### src/rtl/sample_capture.sv
// Sample acquisition: synchronizes the divided sample clock into strobes, stores ADC
// samples in a circular buffer and freezes a pre/post-trigger record for readout.
module sample_capture #(
  parameter int DATA_W = 8,
  parameter int ADDR_W = 8
) (
  input  logic              in_clk,
  input  logic              rst,
  input  logic              sample_clk,
  input  logic [DATA_W-1:0] adc_data,
  input  logic              arm,
  input  logic              force_trig,
  input  logic [DATA_W-1:0] trig_level,
  input  logic              trig_slope,
  input  logic [ADDR_W-1:0] pretrig,
  input  logic [ADDR_W-1:0] rd_addr,
  output logic [DATA_W-1:0] rd_data,
  output logic              busy,
  output logic              triggered,
  output logic              done,
  output logic [ADDR_W-1:0] trig_pos
);

  localparam int DEPTH = 1 << ADDR_W;

  typedef enum logic [2:0] {S_IDLE, S_PRE, S_WAIT, S_POST, S_DONE} state_t;

  state_t            state_q, state_d;
  logic [2:0]        sync_q, sync_d;
  logic [ADDR_W-1:0] wr_ptr_q, wr_ptr_d;
  logic [ADDR_W-1:0] start_ptr_q, start_ptr_d;
  logic [ADDR_W-1:0] pre_cnt_q, pre_cnt_d;
  logic [ADDR_W-1:0] post_cnt_q, post_cnt_d;
  logic [ADDR_W-1:0] pretrig_q, pretrig_d;
  logic [DATA_W-1:0] prev_q, prev_d;
  logic              prev_valid_q, prev_valid_d;
  logic [DATA_W-1:0] level_q, level_d;
  logic              slope_q, slope_d;
  logic              triggered_q, triggered_d;
  logic              done_q, done_d;
  logic              busy_q, busy_d;
  logic [DATA_W-1:0] rd_data_q;

  logic              tick_s;
  logic              in_busy_s;
  logic              hit_s;
  logic              wr_en_s;
  logic [ADDR_W-1:0] rd_idx_s;

  logic [DATA_W-1:0] mem [DEPTH];

  // Next-state, pointer and trigger logic.
  always_comb begin
    state_d      = state_q;
    sync_d       = {sync_q[1:0], sample_clk};
    wr_ptr_d     = wr_ptr_q;
    start_ptr_d  = start_ptr_q;
    pre_cnt_d    = pre_cnt_q;
    post_cnt_d   = post_cnt_q;
    pretrig_d    = pretrig_q;
    prev_d       = prev_q;
    prev_valid_d = prev_valid_q;
    level_d      = level_q;
    slope_d      = slope_q;
    triggered_d  = triggered_q;
    done_d       = done_q;
    wr_en_s      = 1'b0;

    // sync_q[1] is the synchronized level; sync_q[2] is its previous value.
    tick_s    = sync_q[1] & ~sync_q[2];
    in_busy_s = (state_q == S_PRE) || (state_q == S_WAIT) || (state_q == S_POST);

    if (slope_q == 1'b0) begin
      hit_s = prev_valid_q && (prev_q < level_q) && (adc_data >= level_q);
    end else begin
      hit_s = prev_valid_q && (prev_q > level_q) && (adc_data <= level_q);
    end
    hit_s = hit_s || force_trig;

    if (arm) begin
      pretrig_d    = pretrig;
      level_d      = trig_level;
      slope_d      = trig_slope;
      triggered_d  = 1'b0;
      done_d       = 1'b0;
      prev_valid_d = 1'b0;
      pre_cnt_d    = pretrig;
      state_d      = (pretrig == {ADDR_W{1'b0}}) ? S_WAIT : S_PRE;
    end else if (tick_s && in_busy_s) begin
      wr_en_s      = 1'b1;
      wr_ptr_d     = wr_ptr_q + {{(ADDR_W-1){1'b0}}, 1'b1};
      prev_d       = adc_data;
      prev_valid_d = 1'b1;
      case (state_q)
        S_PRE: begin
          pre_cnt_d = pre_cnt_q - {{(ADDR_W-1){1'b0}}, 1'b1};
          if (pre_cnt_q == {{(ADDR_W-1){1'b0}}, 1'b1}) begin
            state_d = S_WAIT;
          end else begin
            state_d = S_PRE;
          end
        end
        S_WAIT: begin
          if (hit_s) begin
            triggered_d = 1'b1;
            start_ptr_d = wr_ptr_q - pretrig_q;
            post_cnt_d  = {ADDR_W{1'b1}} - pretrig_q;
            if (post_cnt_d == {ADDR_W{1'b0}}) begin
              state_d = S_DONE;
              done_d  = 1'b1;
            end else begin
              state_d = S_POST;
            end
          end else begin
            state_d = S_WAIT;
          end
        end
        S_POST: begin
          post_cnt_d = post_cnt_q - {{(ADDR_W-1){1'b0}}, 1'b1};
          if (post_cnt_q == {{(ADDR_W-1){1'b0}}, 1'b1}) begin
            state_d = S_DONE;
            done_d  = 1'b1;
          end else begin
            state_d = S_POST;
          end
        end
        default: state_d = state_q;
      endcase
    end else begin
      state_d = state_q;
    end

    busy_d   = (state_d == S_PRE) || (state_d == S_WAIT) || (state_d == S_POST);
    rd_idx_s = start_ptr_q + rd_addr;
  end

  // Control and status registers.
  always_ff @(posedge in_clk or posedge rst) begin
    if (rst) begin
      state_q      <= S_IDLE;
      sync_q       <= 3'b000;
      wr_ptr_q     <= {ADDR_W{1'b0}};
      start_ptr_q  <= {ADDR_W{1'b0}};
      pre_cnt_q    <= {ADDR_W{1'b0}};
      post_cnt_q   <= {ADDR_W{1'b0}};
      pretrig_q    <= {ADDR_W{1'b0}};
      prev_q       <= {DATA_W{1'b0}};
      prev_valid_q <= 1'b0;
      level_q      <= {DATA_W{1'b0}};
      slope_q      <= 1'b0;
      triggered_q  <= 1'b0;
      done_q       <= 1'b0;
      busy_q       <= 1'b0;
      rd_data_q    <= {DATA_W{1'b0}};
    end else begin
      state_q      <= state_d;
      sync_q       <= sync_d;
      wr_ptr_q     <= wr_ptr_d;
      start_ptr_q  <= start_ptr_d;
      pre_cnt_q    <= pre_cnt_d;
      post_cnt_q   <= post_cnt_d;
      pretrig_q    <= pretrig_d;
      prev_q       <= prev_d;
      prev_valid_q <= prev_valid_d;
      level_q      <= level_d;
      slope_q      <= slope_d;
      triggered_q  <= triggered_d;
      done_q       <= done_d;
      busy_q       <= busy_d;
      rd_data_q    <= mem[rd_idx_s];
    end
  end

  // Sample buffer write port; no reset so it maps onto RAM.
  always_ff @(posedge in_clk) begin
    if (wr_en_s) begin
      mem[wr_ptr_q] <= adc_data;
    end
  end

  assign rd_data   = rd_data_q;
  assign busy      = busy_q;
  assign triggered = triggered_q;
  assign done      = done_q;
  assign trig_pos  = pretrig_q;

endmodule
### config.mk
export PLATFORM = sky130hd
export DESIGN_NAME = sample_capture
export DESIGN_NICKNAME = d
export VERILOG_FILES = /design/src/rtl/sample_capture.sv
export SDC_FILE = /design/constraint.sdc
export NUM_CORES = 2
export LEC_CHECK = 0
export CAP_MARGIN = 20
export CORE_MARGIN = 4
export CORE_UTILIZATION = 45
export DETAILED_ROUTE_END_ITERATION = 10
export PLACE_DENSITY = 0.64
export SETUP_SLACK_MARGIN = 0.15
export SKIP_LAST_GASP = 1
export SYNTH_ARGS = -nofsm -noshare
export SYNTH_HDL_FRONTEND = slang
export SYNTH_SLANG_ARGS = --single-unit
### constraint.sdc
create_clock -name in_clk -period 9.7 [get_ports in_clk]
set_clock_uncertainty 0.15 [all_clocks]
set_input_delay 1.94 -clock in_clk [delete_from_list [all_inputs] [get_ports in_clk]]
set_output_delay 1.94 -clock in_clk [all_outputs]
set_load 0.1 [all_outputs]
Yosys cells after proc, flatten, opt, wreduce, memory -nomap -nowiden. Memory sizes are Yosys's and may differ from the RTL's. A register that Yosys moved wholly into a read port is not among the register bits. Cells that the tools add are included. Widths: inputs -> output; s select.

Logic and storage cells: 94. Memory bits (writable): 2048. Bits in registers: 67. Memories kept: 1. Output and inout port bits: 19. Input bits: 38.

Memories: mem (depth 256, width 8, read ports 1, clocked after memory_dff 1, wr ports 1, line 50) `logic [DATA_W-1:0] mem [DEPTH];`.

Equal/unequal tests: 12. Reductions and logical operators: 24. Bitwise gates (word level): 3. Mux-type cells: 30. $add $sub $neg: 6. Magnitude comparators: 4.

Operators with widths (number): $mux 8 (4); $eq 8x1->1 const B (2); $logic_not 8->1 (2); $mux 1 (16); $pmux 8 s2 (1); $sub 8x1->8 const B (2); $mux 3 (5); $eq 3x2->1 const B (4); $reduce_bool 2->1 (5); $pmux 3 s3 (1); $add 8x1->8 const B (1); $add 8x8->8 (1); $ge 8x8->1 (1); $gt 8x8->1 (1); $le 8x8->1 (1); $lt 8x8->1 (1); $reduce_and 4->1 (2); $sub 8x8->8 (1); $sub 8x8->8 const A (1); $eq 3x1->1 const B (2); $ne 3x2->1 const B (2); $logic_and 1x1->1 (5); $logic_or 1x1->1 (5); $reduce_and 5->1 (1); 9 further kinds (12).

Longest topological paths before layout.
Depth in word-level cells: 12. Mapped depth: 14. Depth with buffers taken out: 10.

Least setup slack after synthesis. No wires, ideal clock.

Path kind: input to register. Start: input rd_addr[0]. End: register rd_data_q[0] (netlist: rd_data[0]), read port of mem. Path slack: 4.787 ns. Library setup time: 0.127 ns. Arrival time: 4.635 ns. Path buffers: 4. Cell stages on the path: 12. Path through: ha_1 > fa_1 > buf_4 > buf_2 > buf_2 > buf_1 > mux4_2 > mux2_2 > o22ai_1 > nor3_1 > nor4_1 > nor4_1.

Word-level cells in the longest chain between the ends: 1.

Ends and longest elaborated chain: start: declaration (line 16) `input logic [ADDR_W-1:0] rd_addr,`; $add 8x8->8 (line 134) `rd_idx_s = start_ptr_q + rd_addr;`; end: declaration (line 42) `logic [DATA_W-1:0] rd_data_q;`.

Every way passes these cells. A chain may end at the register's enable or synchronous reset.

Worst setup path in the final report.
Start: input rd_addr[0]. End: register rd_data_q[5] (netlist: rd_data[5]), read port of mem.

Same word-level chain as after synthesis.

==> run_results.csv <==
group,metric,value,unit
run_status,outcome,"completed",
clock_tree,clk_latency,830,ps
logic_synthesis,synth-seq-cells,2123,
route,drt-total-wl,203000,µm
logic_synthesis,synth_edf_count,2048,
timing,fin_crit,6390,ps
place,finalWeightedCongestion,0.856,
clock_tree,cts_resized,0,
timing,rsz0062_at_grt,"no",
place,dp.cells,6460,
critical_path,cpMaxStageDelayCell,"fa_4",
floorplan,die_y,439,µm
power_and_ir_drop,leakagePower,29.5,nW
logic_synthesis,synth_top_area_share,73.4,%
place,placed_area,0.0871,mm²
timing,setup_viol,0,
logic_synthesis,syn_nets,4142,
layout,stdcell_count,6843,
critical_path,required,10260,ps
critical_path,endpoint_kind,"register",
logic_synthesis,synth.distinct_cells,56,
critical_path,worstSetupPathType,"in -> reg",
layout,area_delta_synth_final,12.1,%
global_routing,met1_usage,30.7,%
clock_tree,clk_pin_slew,60,ps
route,vias_per_cell,5.94,
logic_synthesis,yosysWarnings,0,
power_and_ir_drop,ir_drop,0.000240,V
global_routing,grt_pass1_vias,40800,
global_routing,grt.busiest_layer,"met2",
route,ant_nets,0,
route,drt_pre_antenna_iters,5,
clock_tree,cts_tree,"built",
timing,slew_headroom,21.9,%
floorplan,dieArea,0.193,mm²
timing,drv_slew,0,
global_routing,grt.met2_usage,32.8,%
critical_path,reg2reg_depth,9,
logic_synthesis,synth-async-reset-ratio,3.53,%
critical_path,crit_fanout,45,
min_path,hold_depth,0,
clock_tree,cts_buffers,207,
global_routing,grt_pass1_wl,294000,µm
global_routing,grt_max_degree,97,
floorplan,rows,158,
clock_tree,cts_setup_buffers,0,
floorplan,ios,57,
critical_path,cp-start-kind,"input port",
layout,fin_util,50.7,%
timing,setup_tns,0,ps
floorplan,core_area,0.185,mm²
layout,stdcell_area,0.0939,mm²
job,cap_viol_max_count,0,
clock_tree,cts_buffer_depth,3,
timing,finalHoldViolCount,0,
logic_synthesis,synth.most_common_cell,"edfxtp_1",
route,vias,40700,
logic_synthesis,syn_area_per_cell,20.6,µm²
layout,drive_above_1_share,23.7,%
timing,finalCritPeriodShare,65.8,%
logic_synthesis,synthCells,4064,
global_routing,overflow,0,
clock_tree,clkSinkCount,2123,
logic_synthesis,synth_area_leader_cell,"edfxtp_1",
logic_synthesis,ys_dominant_reg_cell,"edfxtp_1",
logic_synthesis,yosysSeqAreaShare,75.7,%
place,dp_hpwl,121000,µm
global_routing,grtUsageTotal,21.2,%
place,numPortBuffers,56,
global_routing,antenna_found_initial,4,
logic_synthesis,syn_area,0.0838,mm²
timing,fmax,157,MHz
timing,worst_slew_pin_slew,1170,ps
power_and_ir_drop,power_per_cell_area,259,mW/mm²
critical_path,cpMostUsedCell,"mux4_2",
timing,whs,198,ps
critical_path,critical_path_arrival,6940,ps
floorplan,die_x,439,µm
clock_tree,cts_htree_levels,4,
route,wire_per_inst,29.7,µm
clock_tree,cts_hold_buf,0,
critical_path,slowest_delay,1410,ps
floorplan,start_util,45.2,%
min_path,hold_path.class,"reg -> reg",
layout,num-nets-final,4270,
logic_synthesis,netlist_top_cells_count,"2048 x edfxtp_1, 568 x mux4_2, 298 x nor2_1",
logic_synthesis,netlist_top_cells_area,"edfxtp_1 73%, mux4_2 15%, dfrtp_1 2.2%",
route,drcViolationCount,0,
clock_tree,clk_root_buffer_cell,"clkbuf_16",
route,drtIter0Drc,4794,
critical_path,crit_path_cell_trace,"clkdlybuf4s50_1 > ha_4 > fa_4 > buf_4 > mux4_2 > mux4_2 > mux2_2 > a221oi_1 > nor3b_2 > nor4_1",
global_routing,use_met3,4.62,%
[power by group]
part / internal (mW) / switching, mW / total [mW]
sequential: 10.1 / 0.100 / 10.2
clock: 4.49 / 3.42 / 7.91
combinational: 2.47 / 3.73 / 6.20
total: 17.1 / 7.25 / 24.3
[cell families (layout without fill, tap and decap cells)]
| logic type | count (synthesis) | in the layout | synth area share (%) |
|---|---|---|---|
| flops | 2123 | 2123 | 75.7 |
| fa+ha+maj | 40 | 40 | 0.615 |
| simple gates | 746 | 746 | 3.80 |
| xor+xnor | 23 | 23 | 0.241 |
| compound gates | 226 | 226 | 1.69 |
| mux | 653 | 653 | 16.3 |
| buf+inv | 253 | 550 | 1.64 |
| other cells | 0 | 2 | 0 |
[through the flow]
stage | setup WS, ps | power (mW)
finish | 3310 | 24.3
global route | 3240 | 25.2
global placement | 1640 | 16.6
detailed placement | 2350 | 16.6
CTS | 3230 | 24.5
floorplan | 4790 | 14.4
[sequential cells by signal, summed over array words and instances (netlist names), 3 cells and up]
| signal | cells |
|---|---|
| prev_q | 8 |
| trig_pos | 8 |
| state_q | 3 |
| rd_data | 8 |
| start_ptr_q | 8 |
| level_q | 8 |
| mem | 2048 |
| pre_cnt_q | 8 |
| wr_ptr_q | 8 |
| sync_q | 3 |
| post_cnt_q | 8 |
[cells in the final DEF, fill, tap and decap left out, drive strengths merged, types with 9 or more instances in the layout]
master         netlist  routed
a21oi               55      55
and3                 9       9
buf                121      91
bufinv               0      18
clkbuf             100     253
clkdlybuf4s50        0      48
clkinv               0      92
dfrtp               75      75
edfxtp            2048    2048
ha                  38      38
inv                 32      41
mux2                35      35
mux2i               50      50
mux4               568     568
nand2              290     290
nand2b               9       9
nand3               44      44
nor2               298     298
nor2b               12      12
nor3                20      20
nor3b               16      16
nor4                21      21
o21ai               58      58
o22ai               44      44
xnor2               18      18
[routing by layer]
layer  vias up  wire length (µm)
li1      16900                 -
met1     21700             83500
met2      1760             96100
met3       307             17800
met4         0              5700
met5         -                 0
[final timing paths]
check                                from             to  slack, ps
max                            rd_addr[0]     rd_data[5]       3310
min                             sync_q[0]      sync_q[1]        200
max reg2reg                start_ptr_q[0]     rd_data[5]       4680
min reg2reg                     sync_q[0]      sync_q[1]        200
max in group asynchronous             rst      prev_q[1]       7390
min in group asynchronous             rst  post_cnt_q[1]       1370
[layout make-up]
cell class                 count  area, µm²
timing repair buffer         140       1430
clock buffer                 252       5450
sequential                  2123      63400
multi-input combinational   1688      19200
clock inverter               126       1230
antenna                        2       5.00
fill                       14500      91400
tap                         2480       3100
inverter                      32        123
[critical path, delay by kind of cell]
kind / cells / cell delay (ps)
buffers and inverters: 2 / 1210
AOI/OAI and AO/OA: 1 / 560
adders and majority gates: 2 / 1680
and+or+nand+nor: 2 / 350
muxes: 3 / 1150
(Power assumes the default switching activity.)
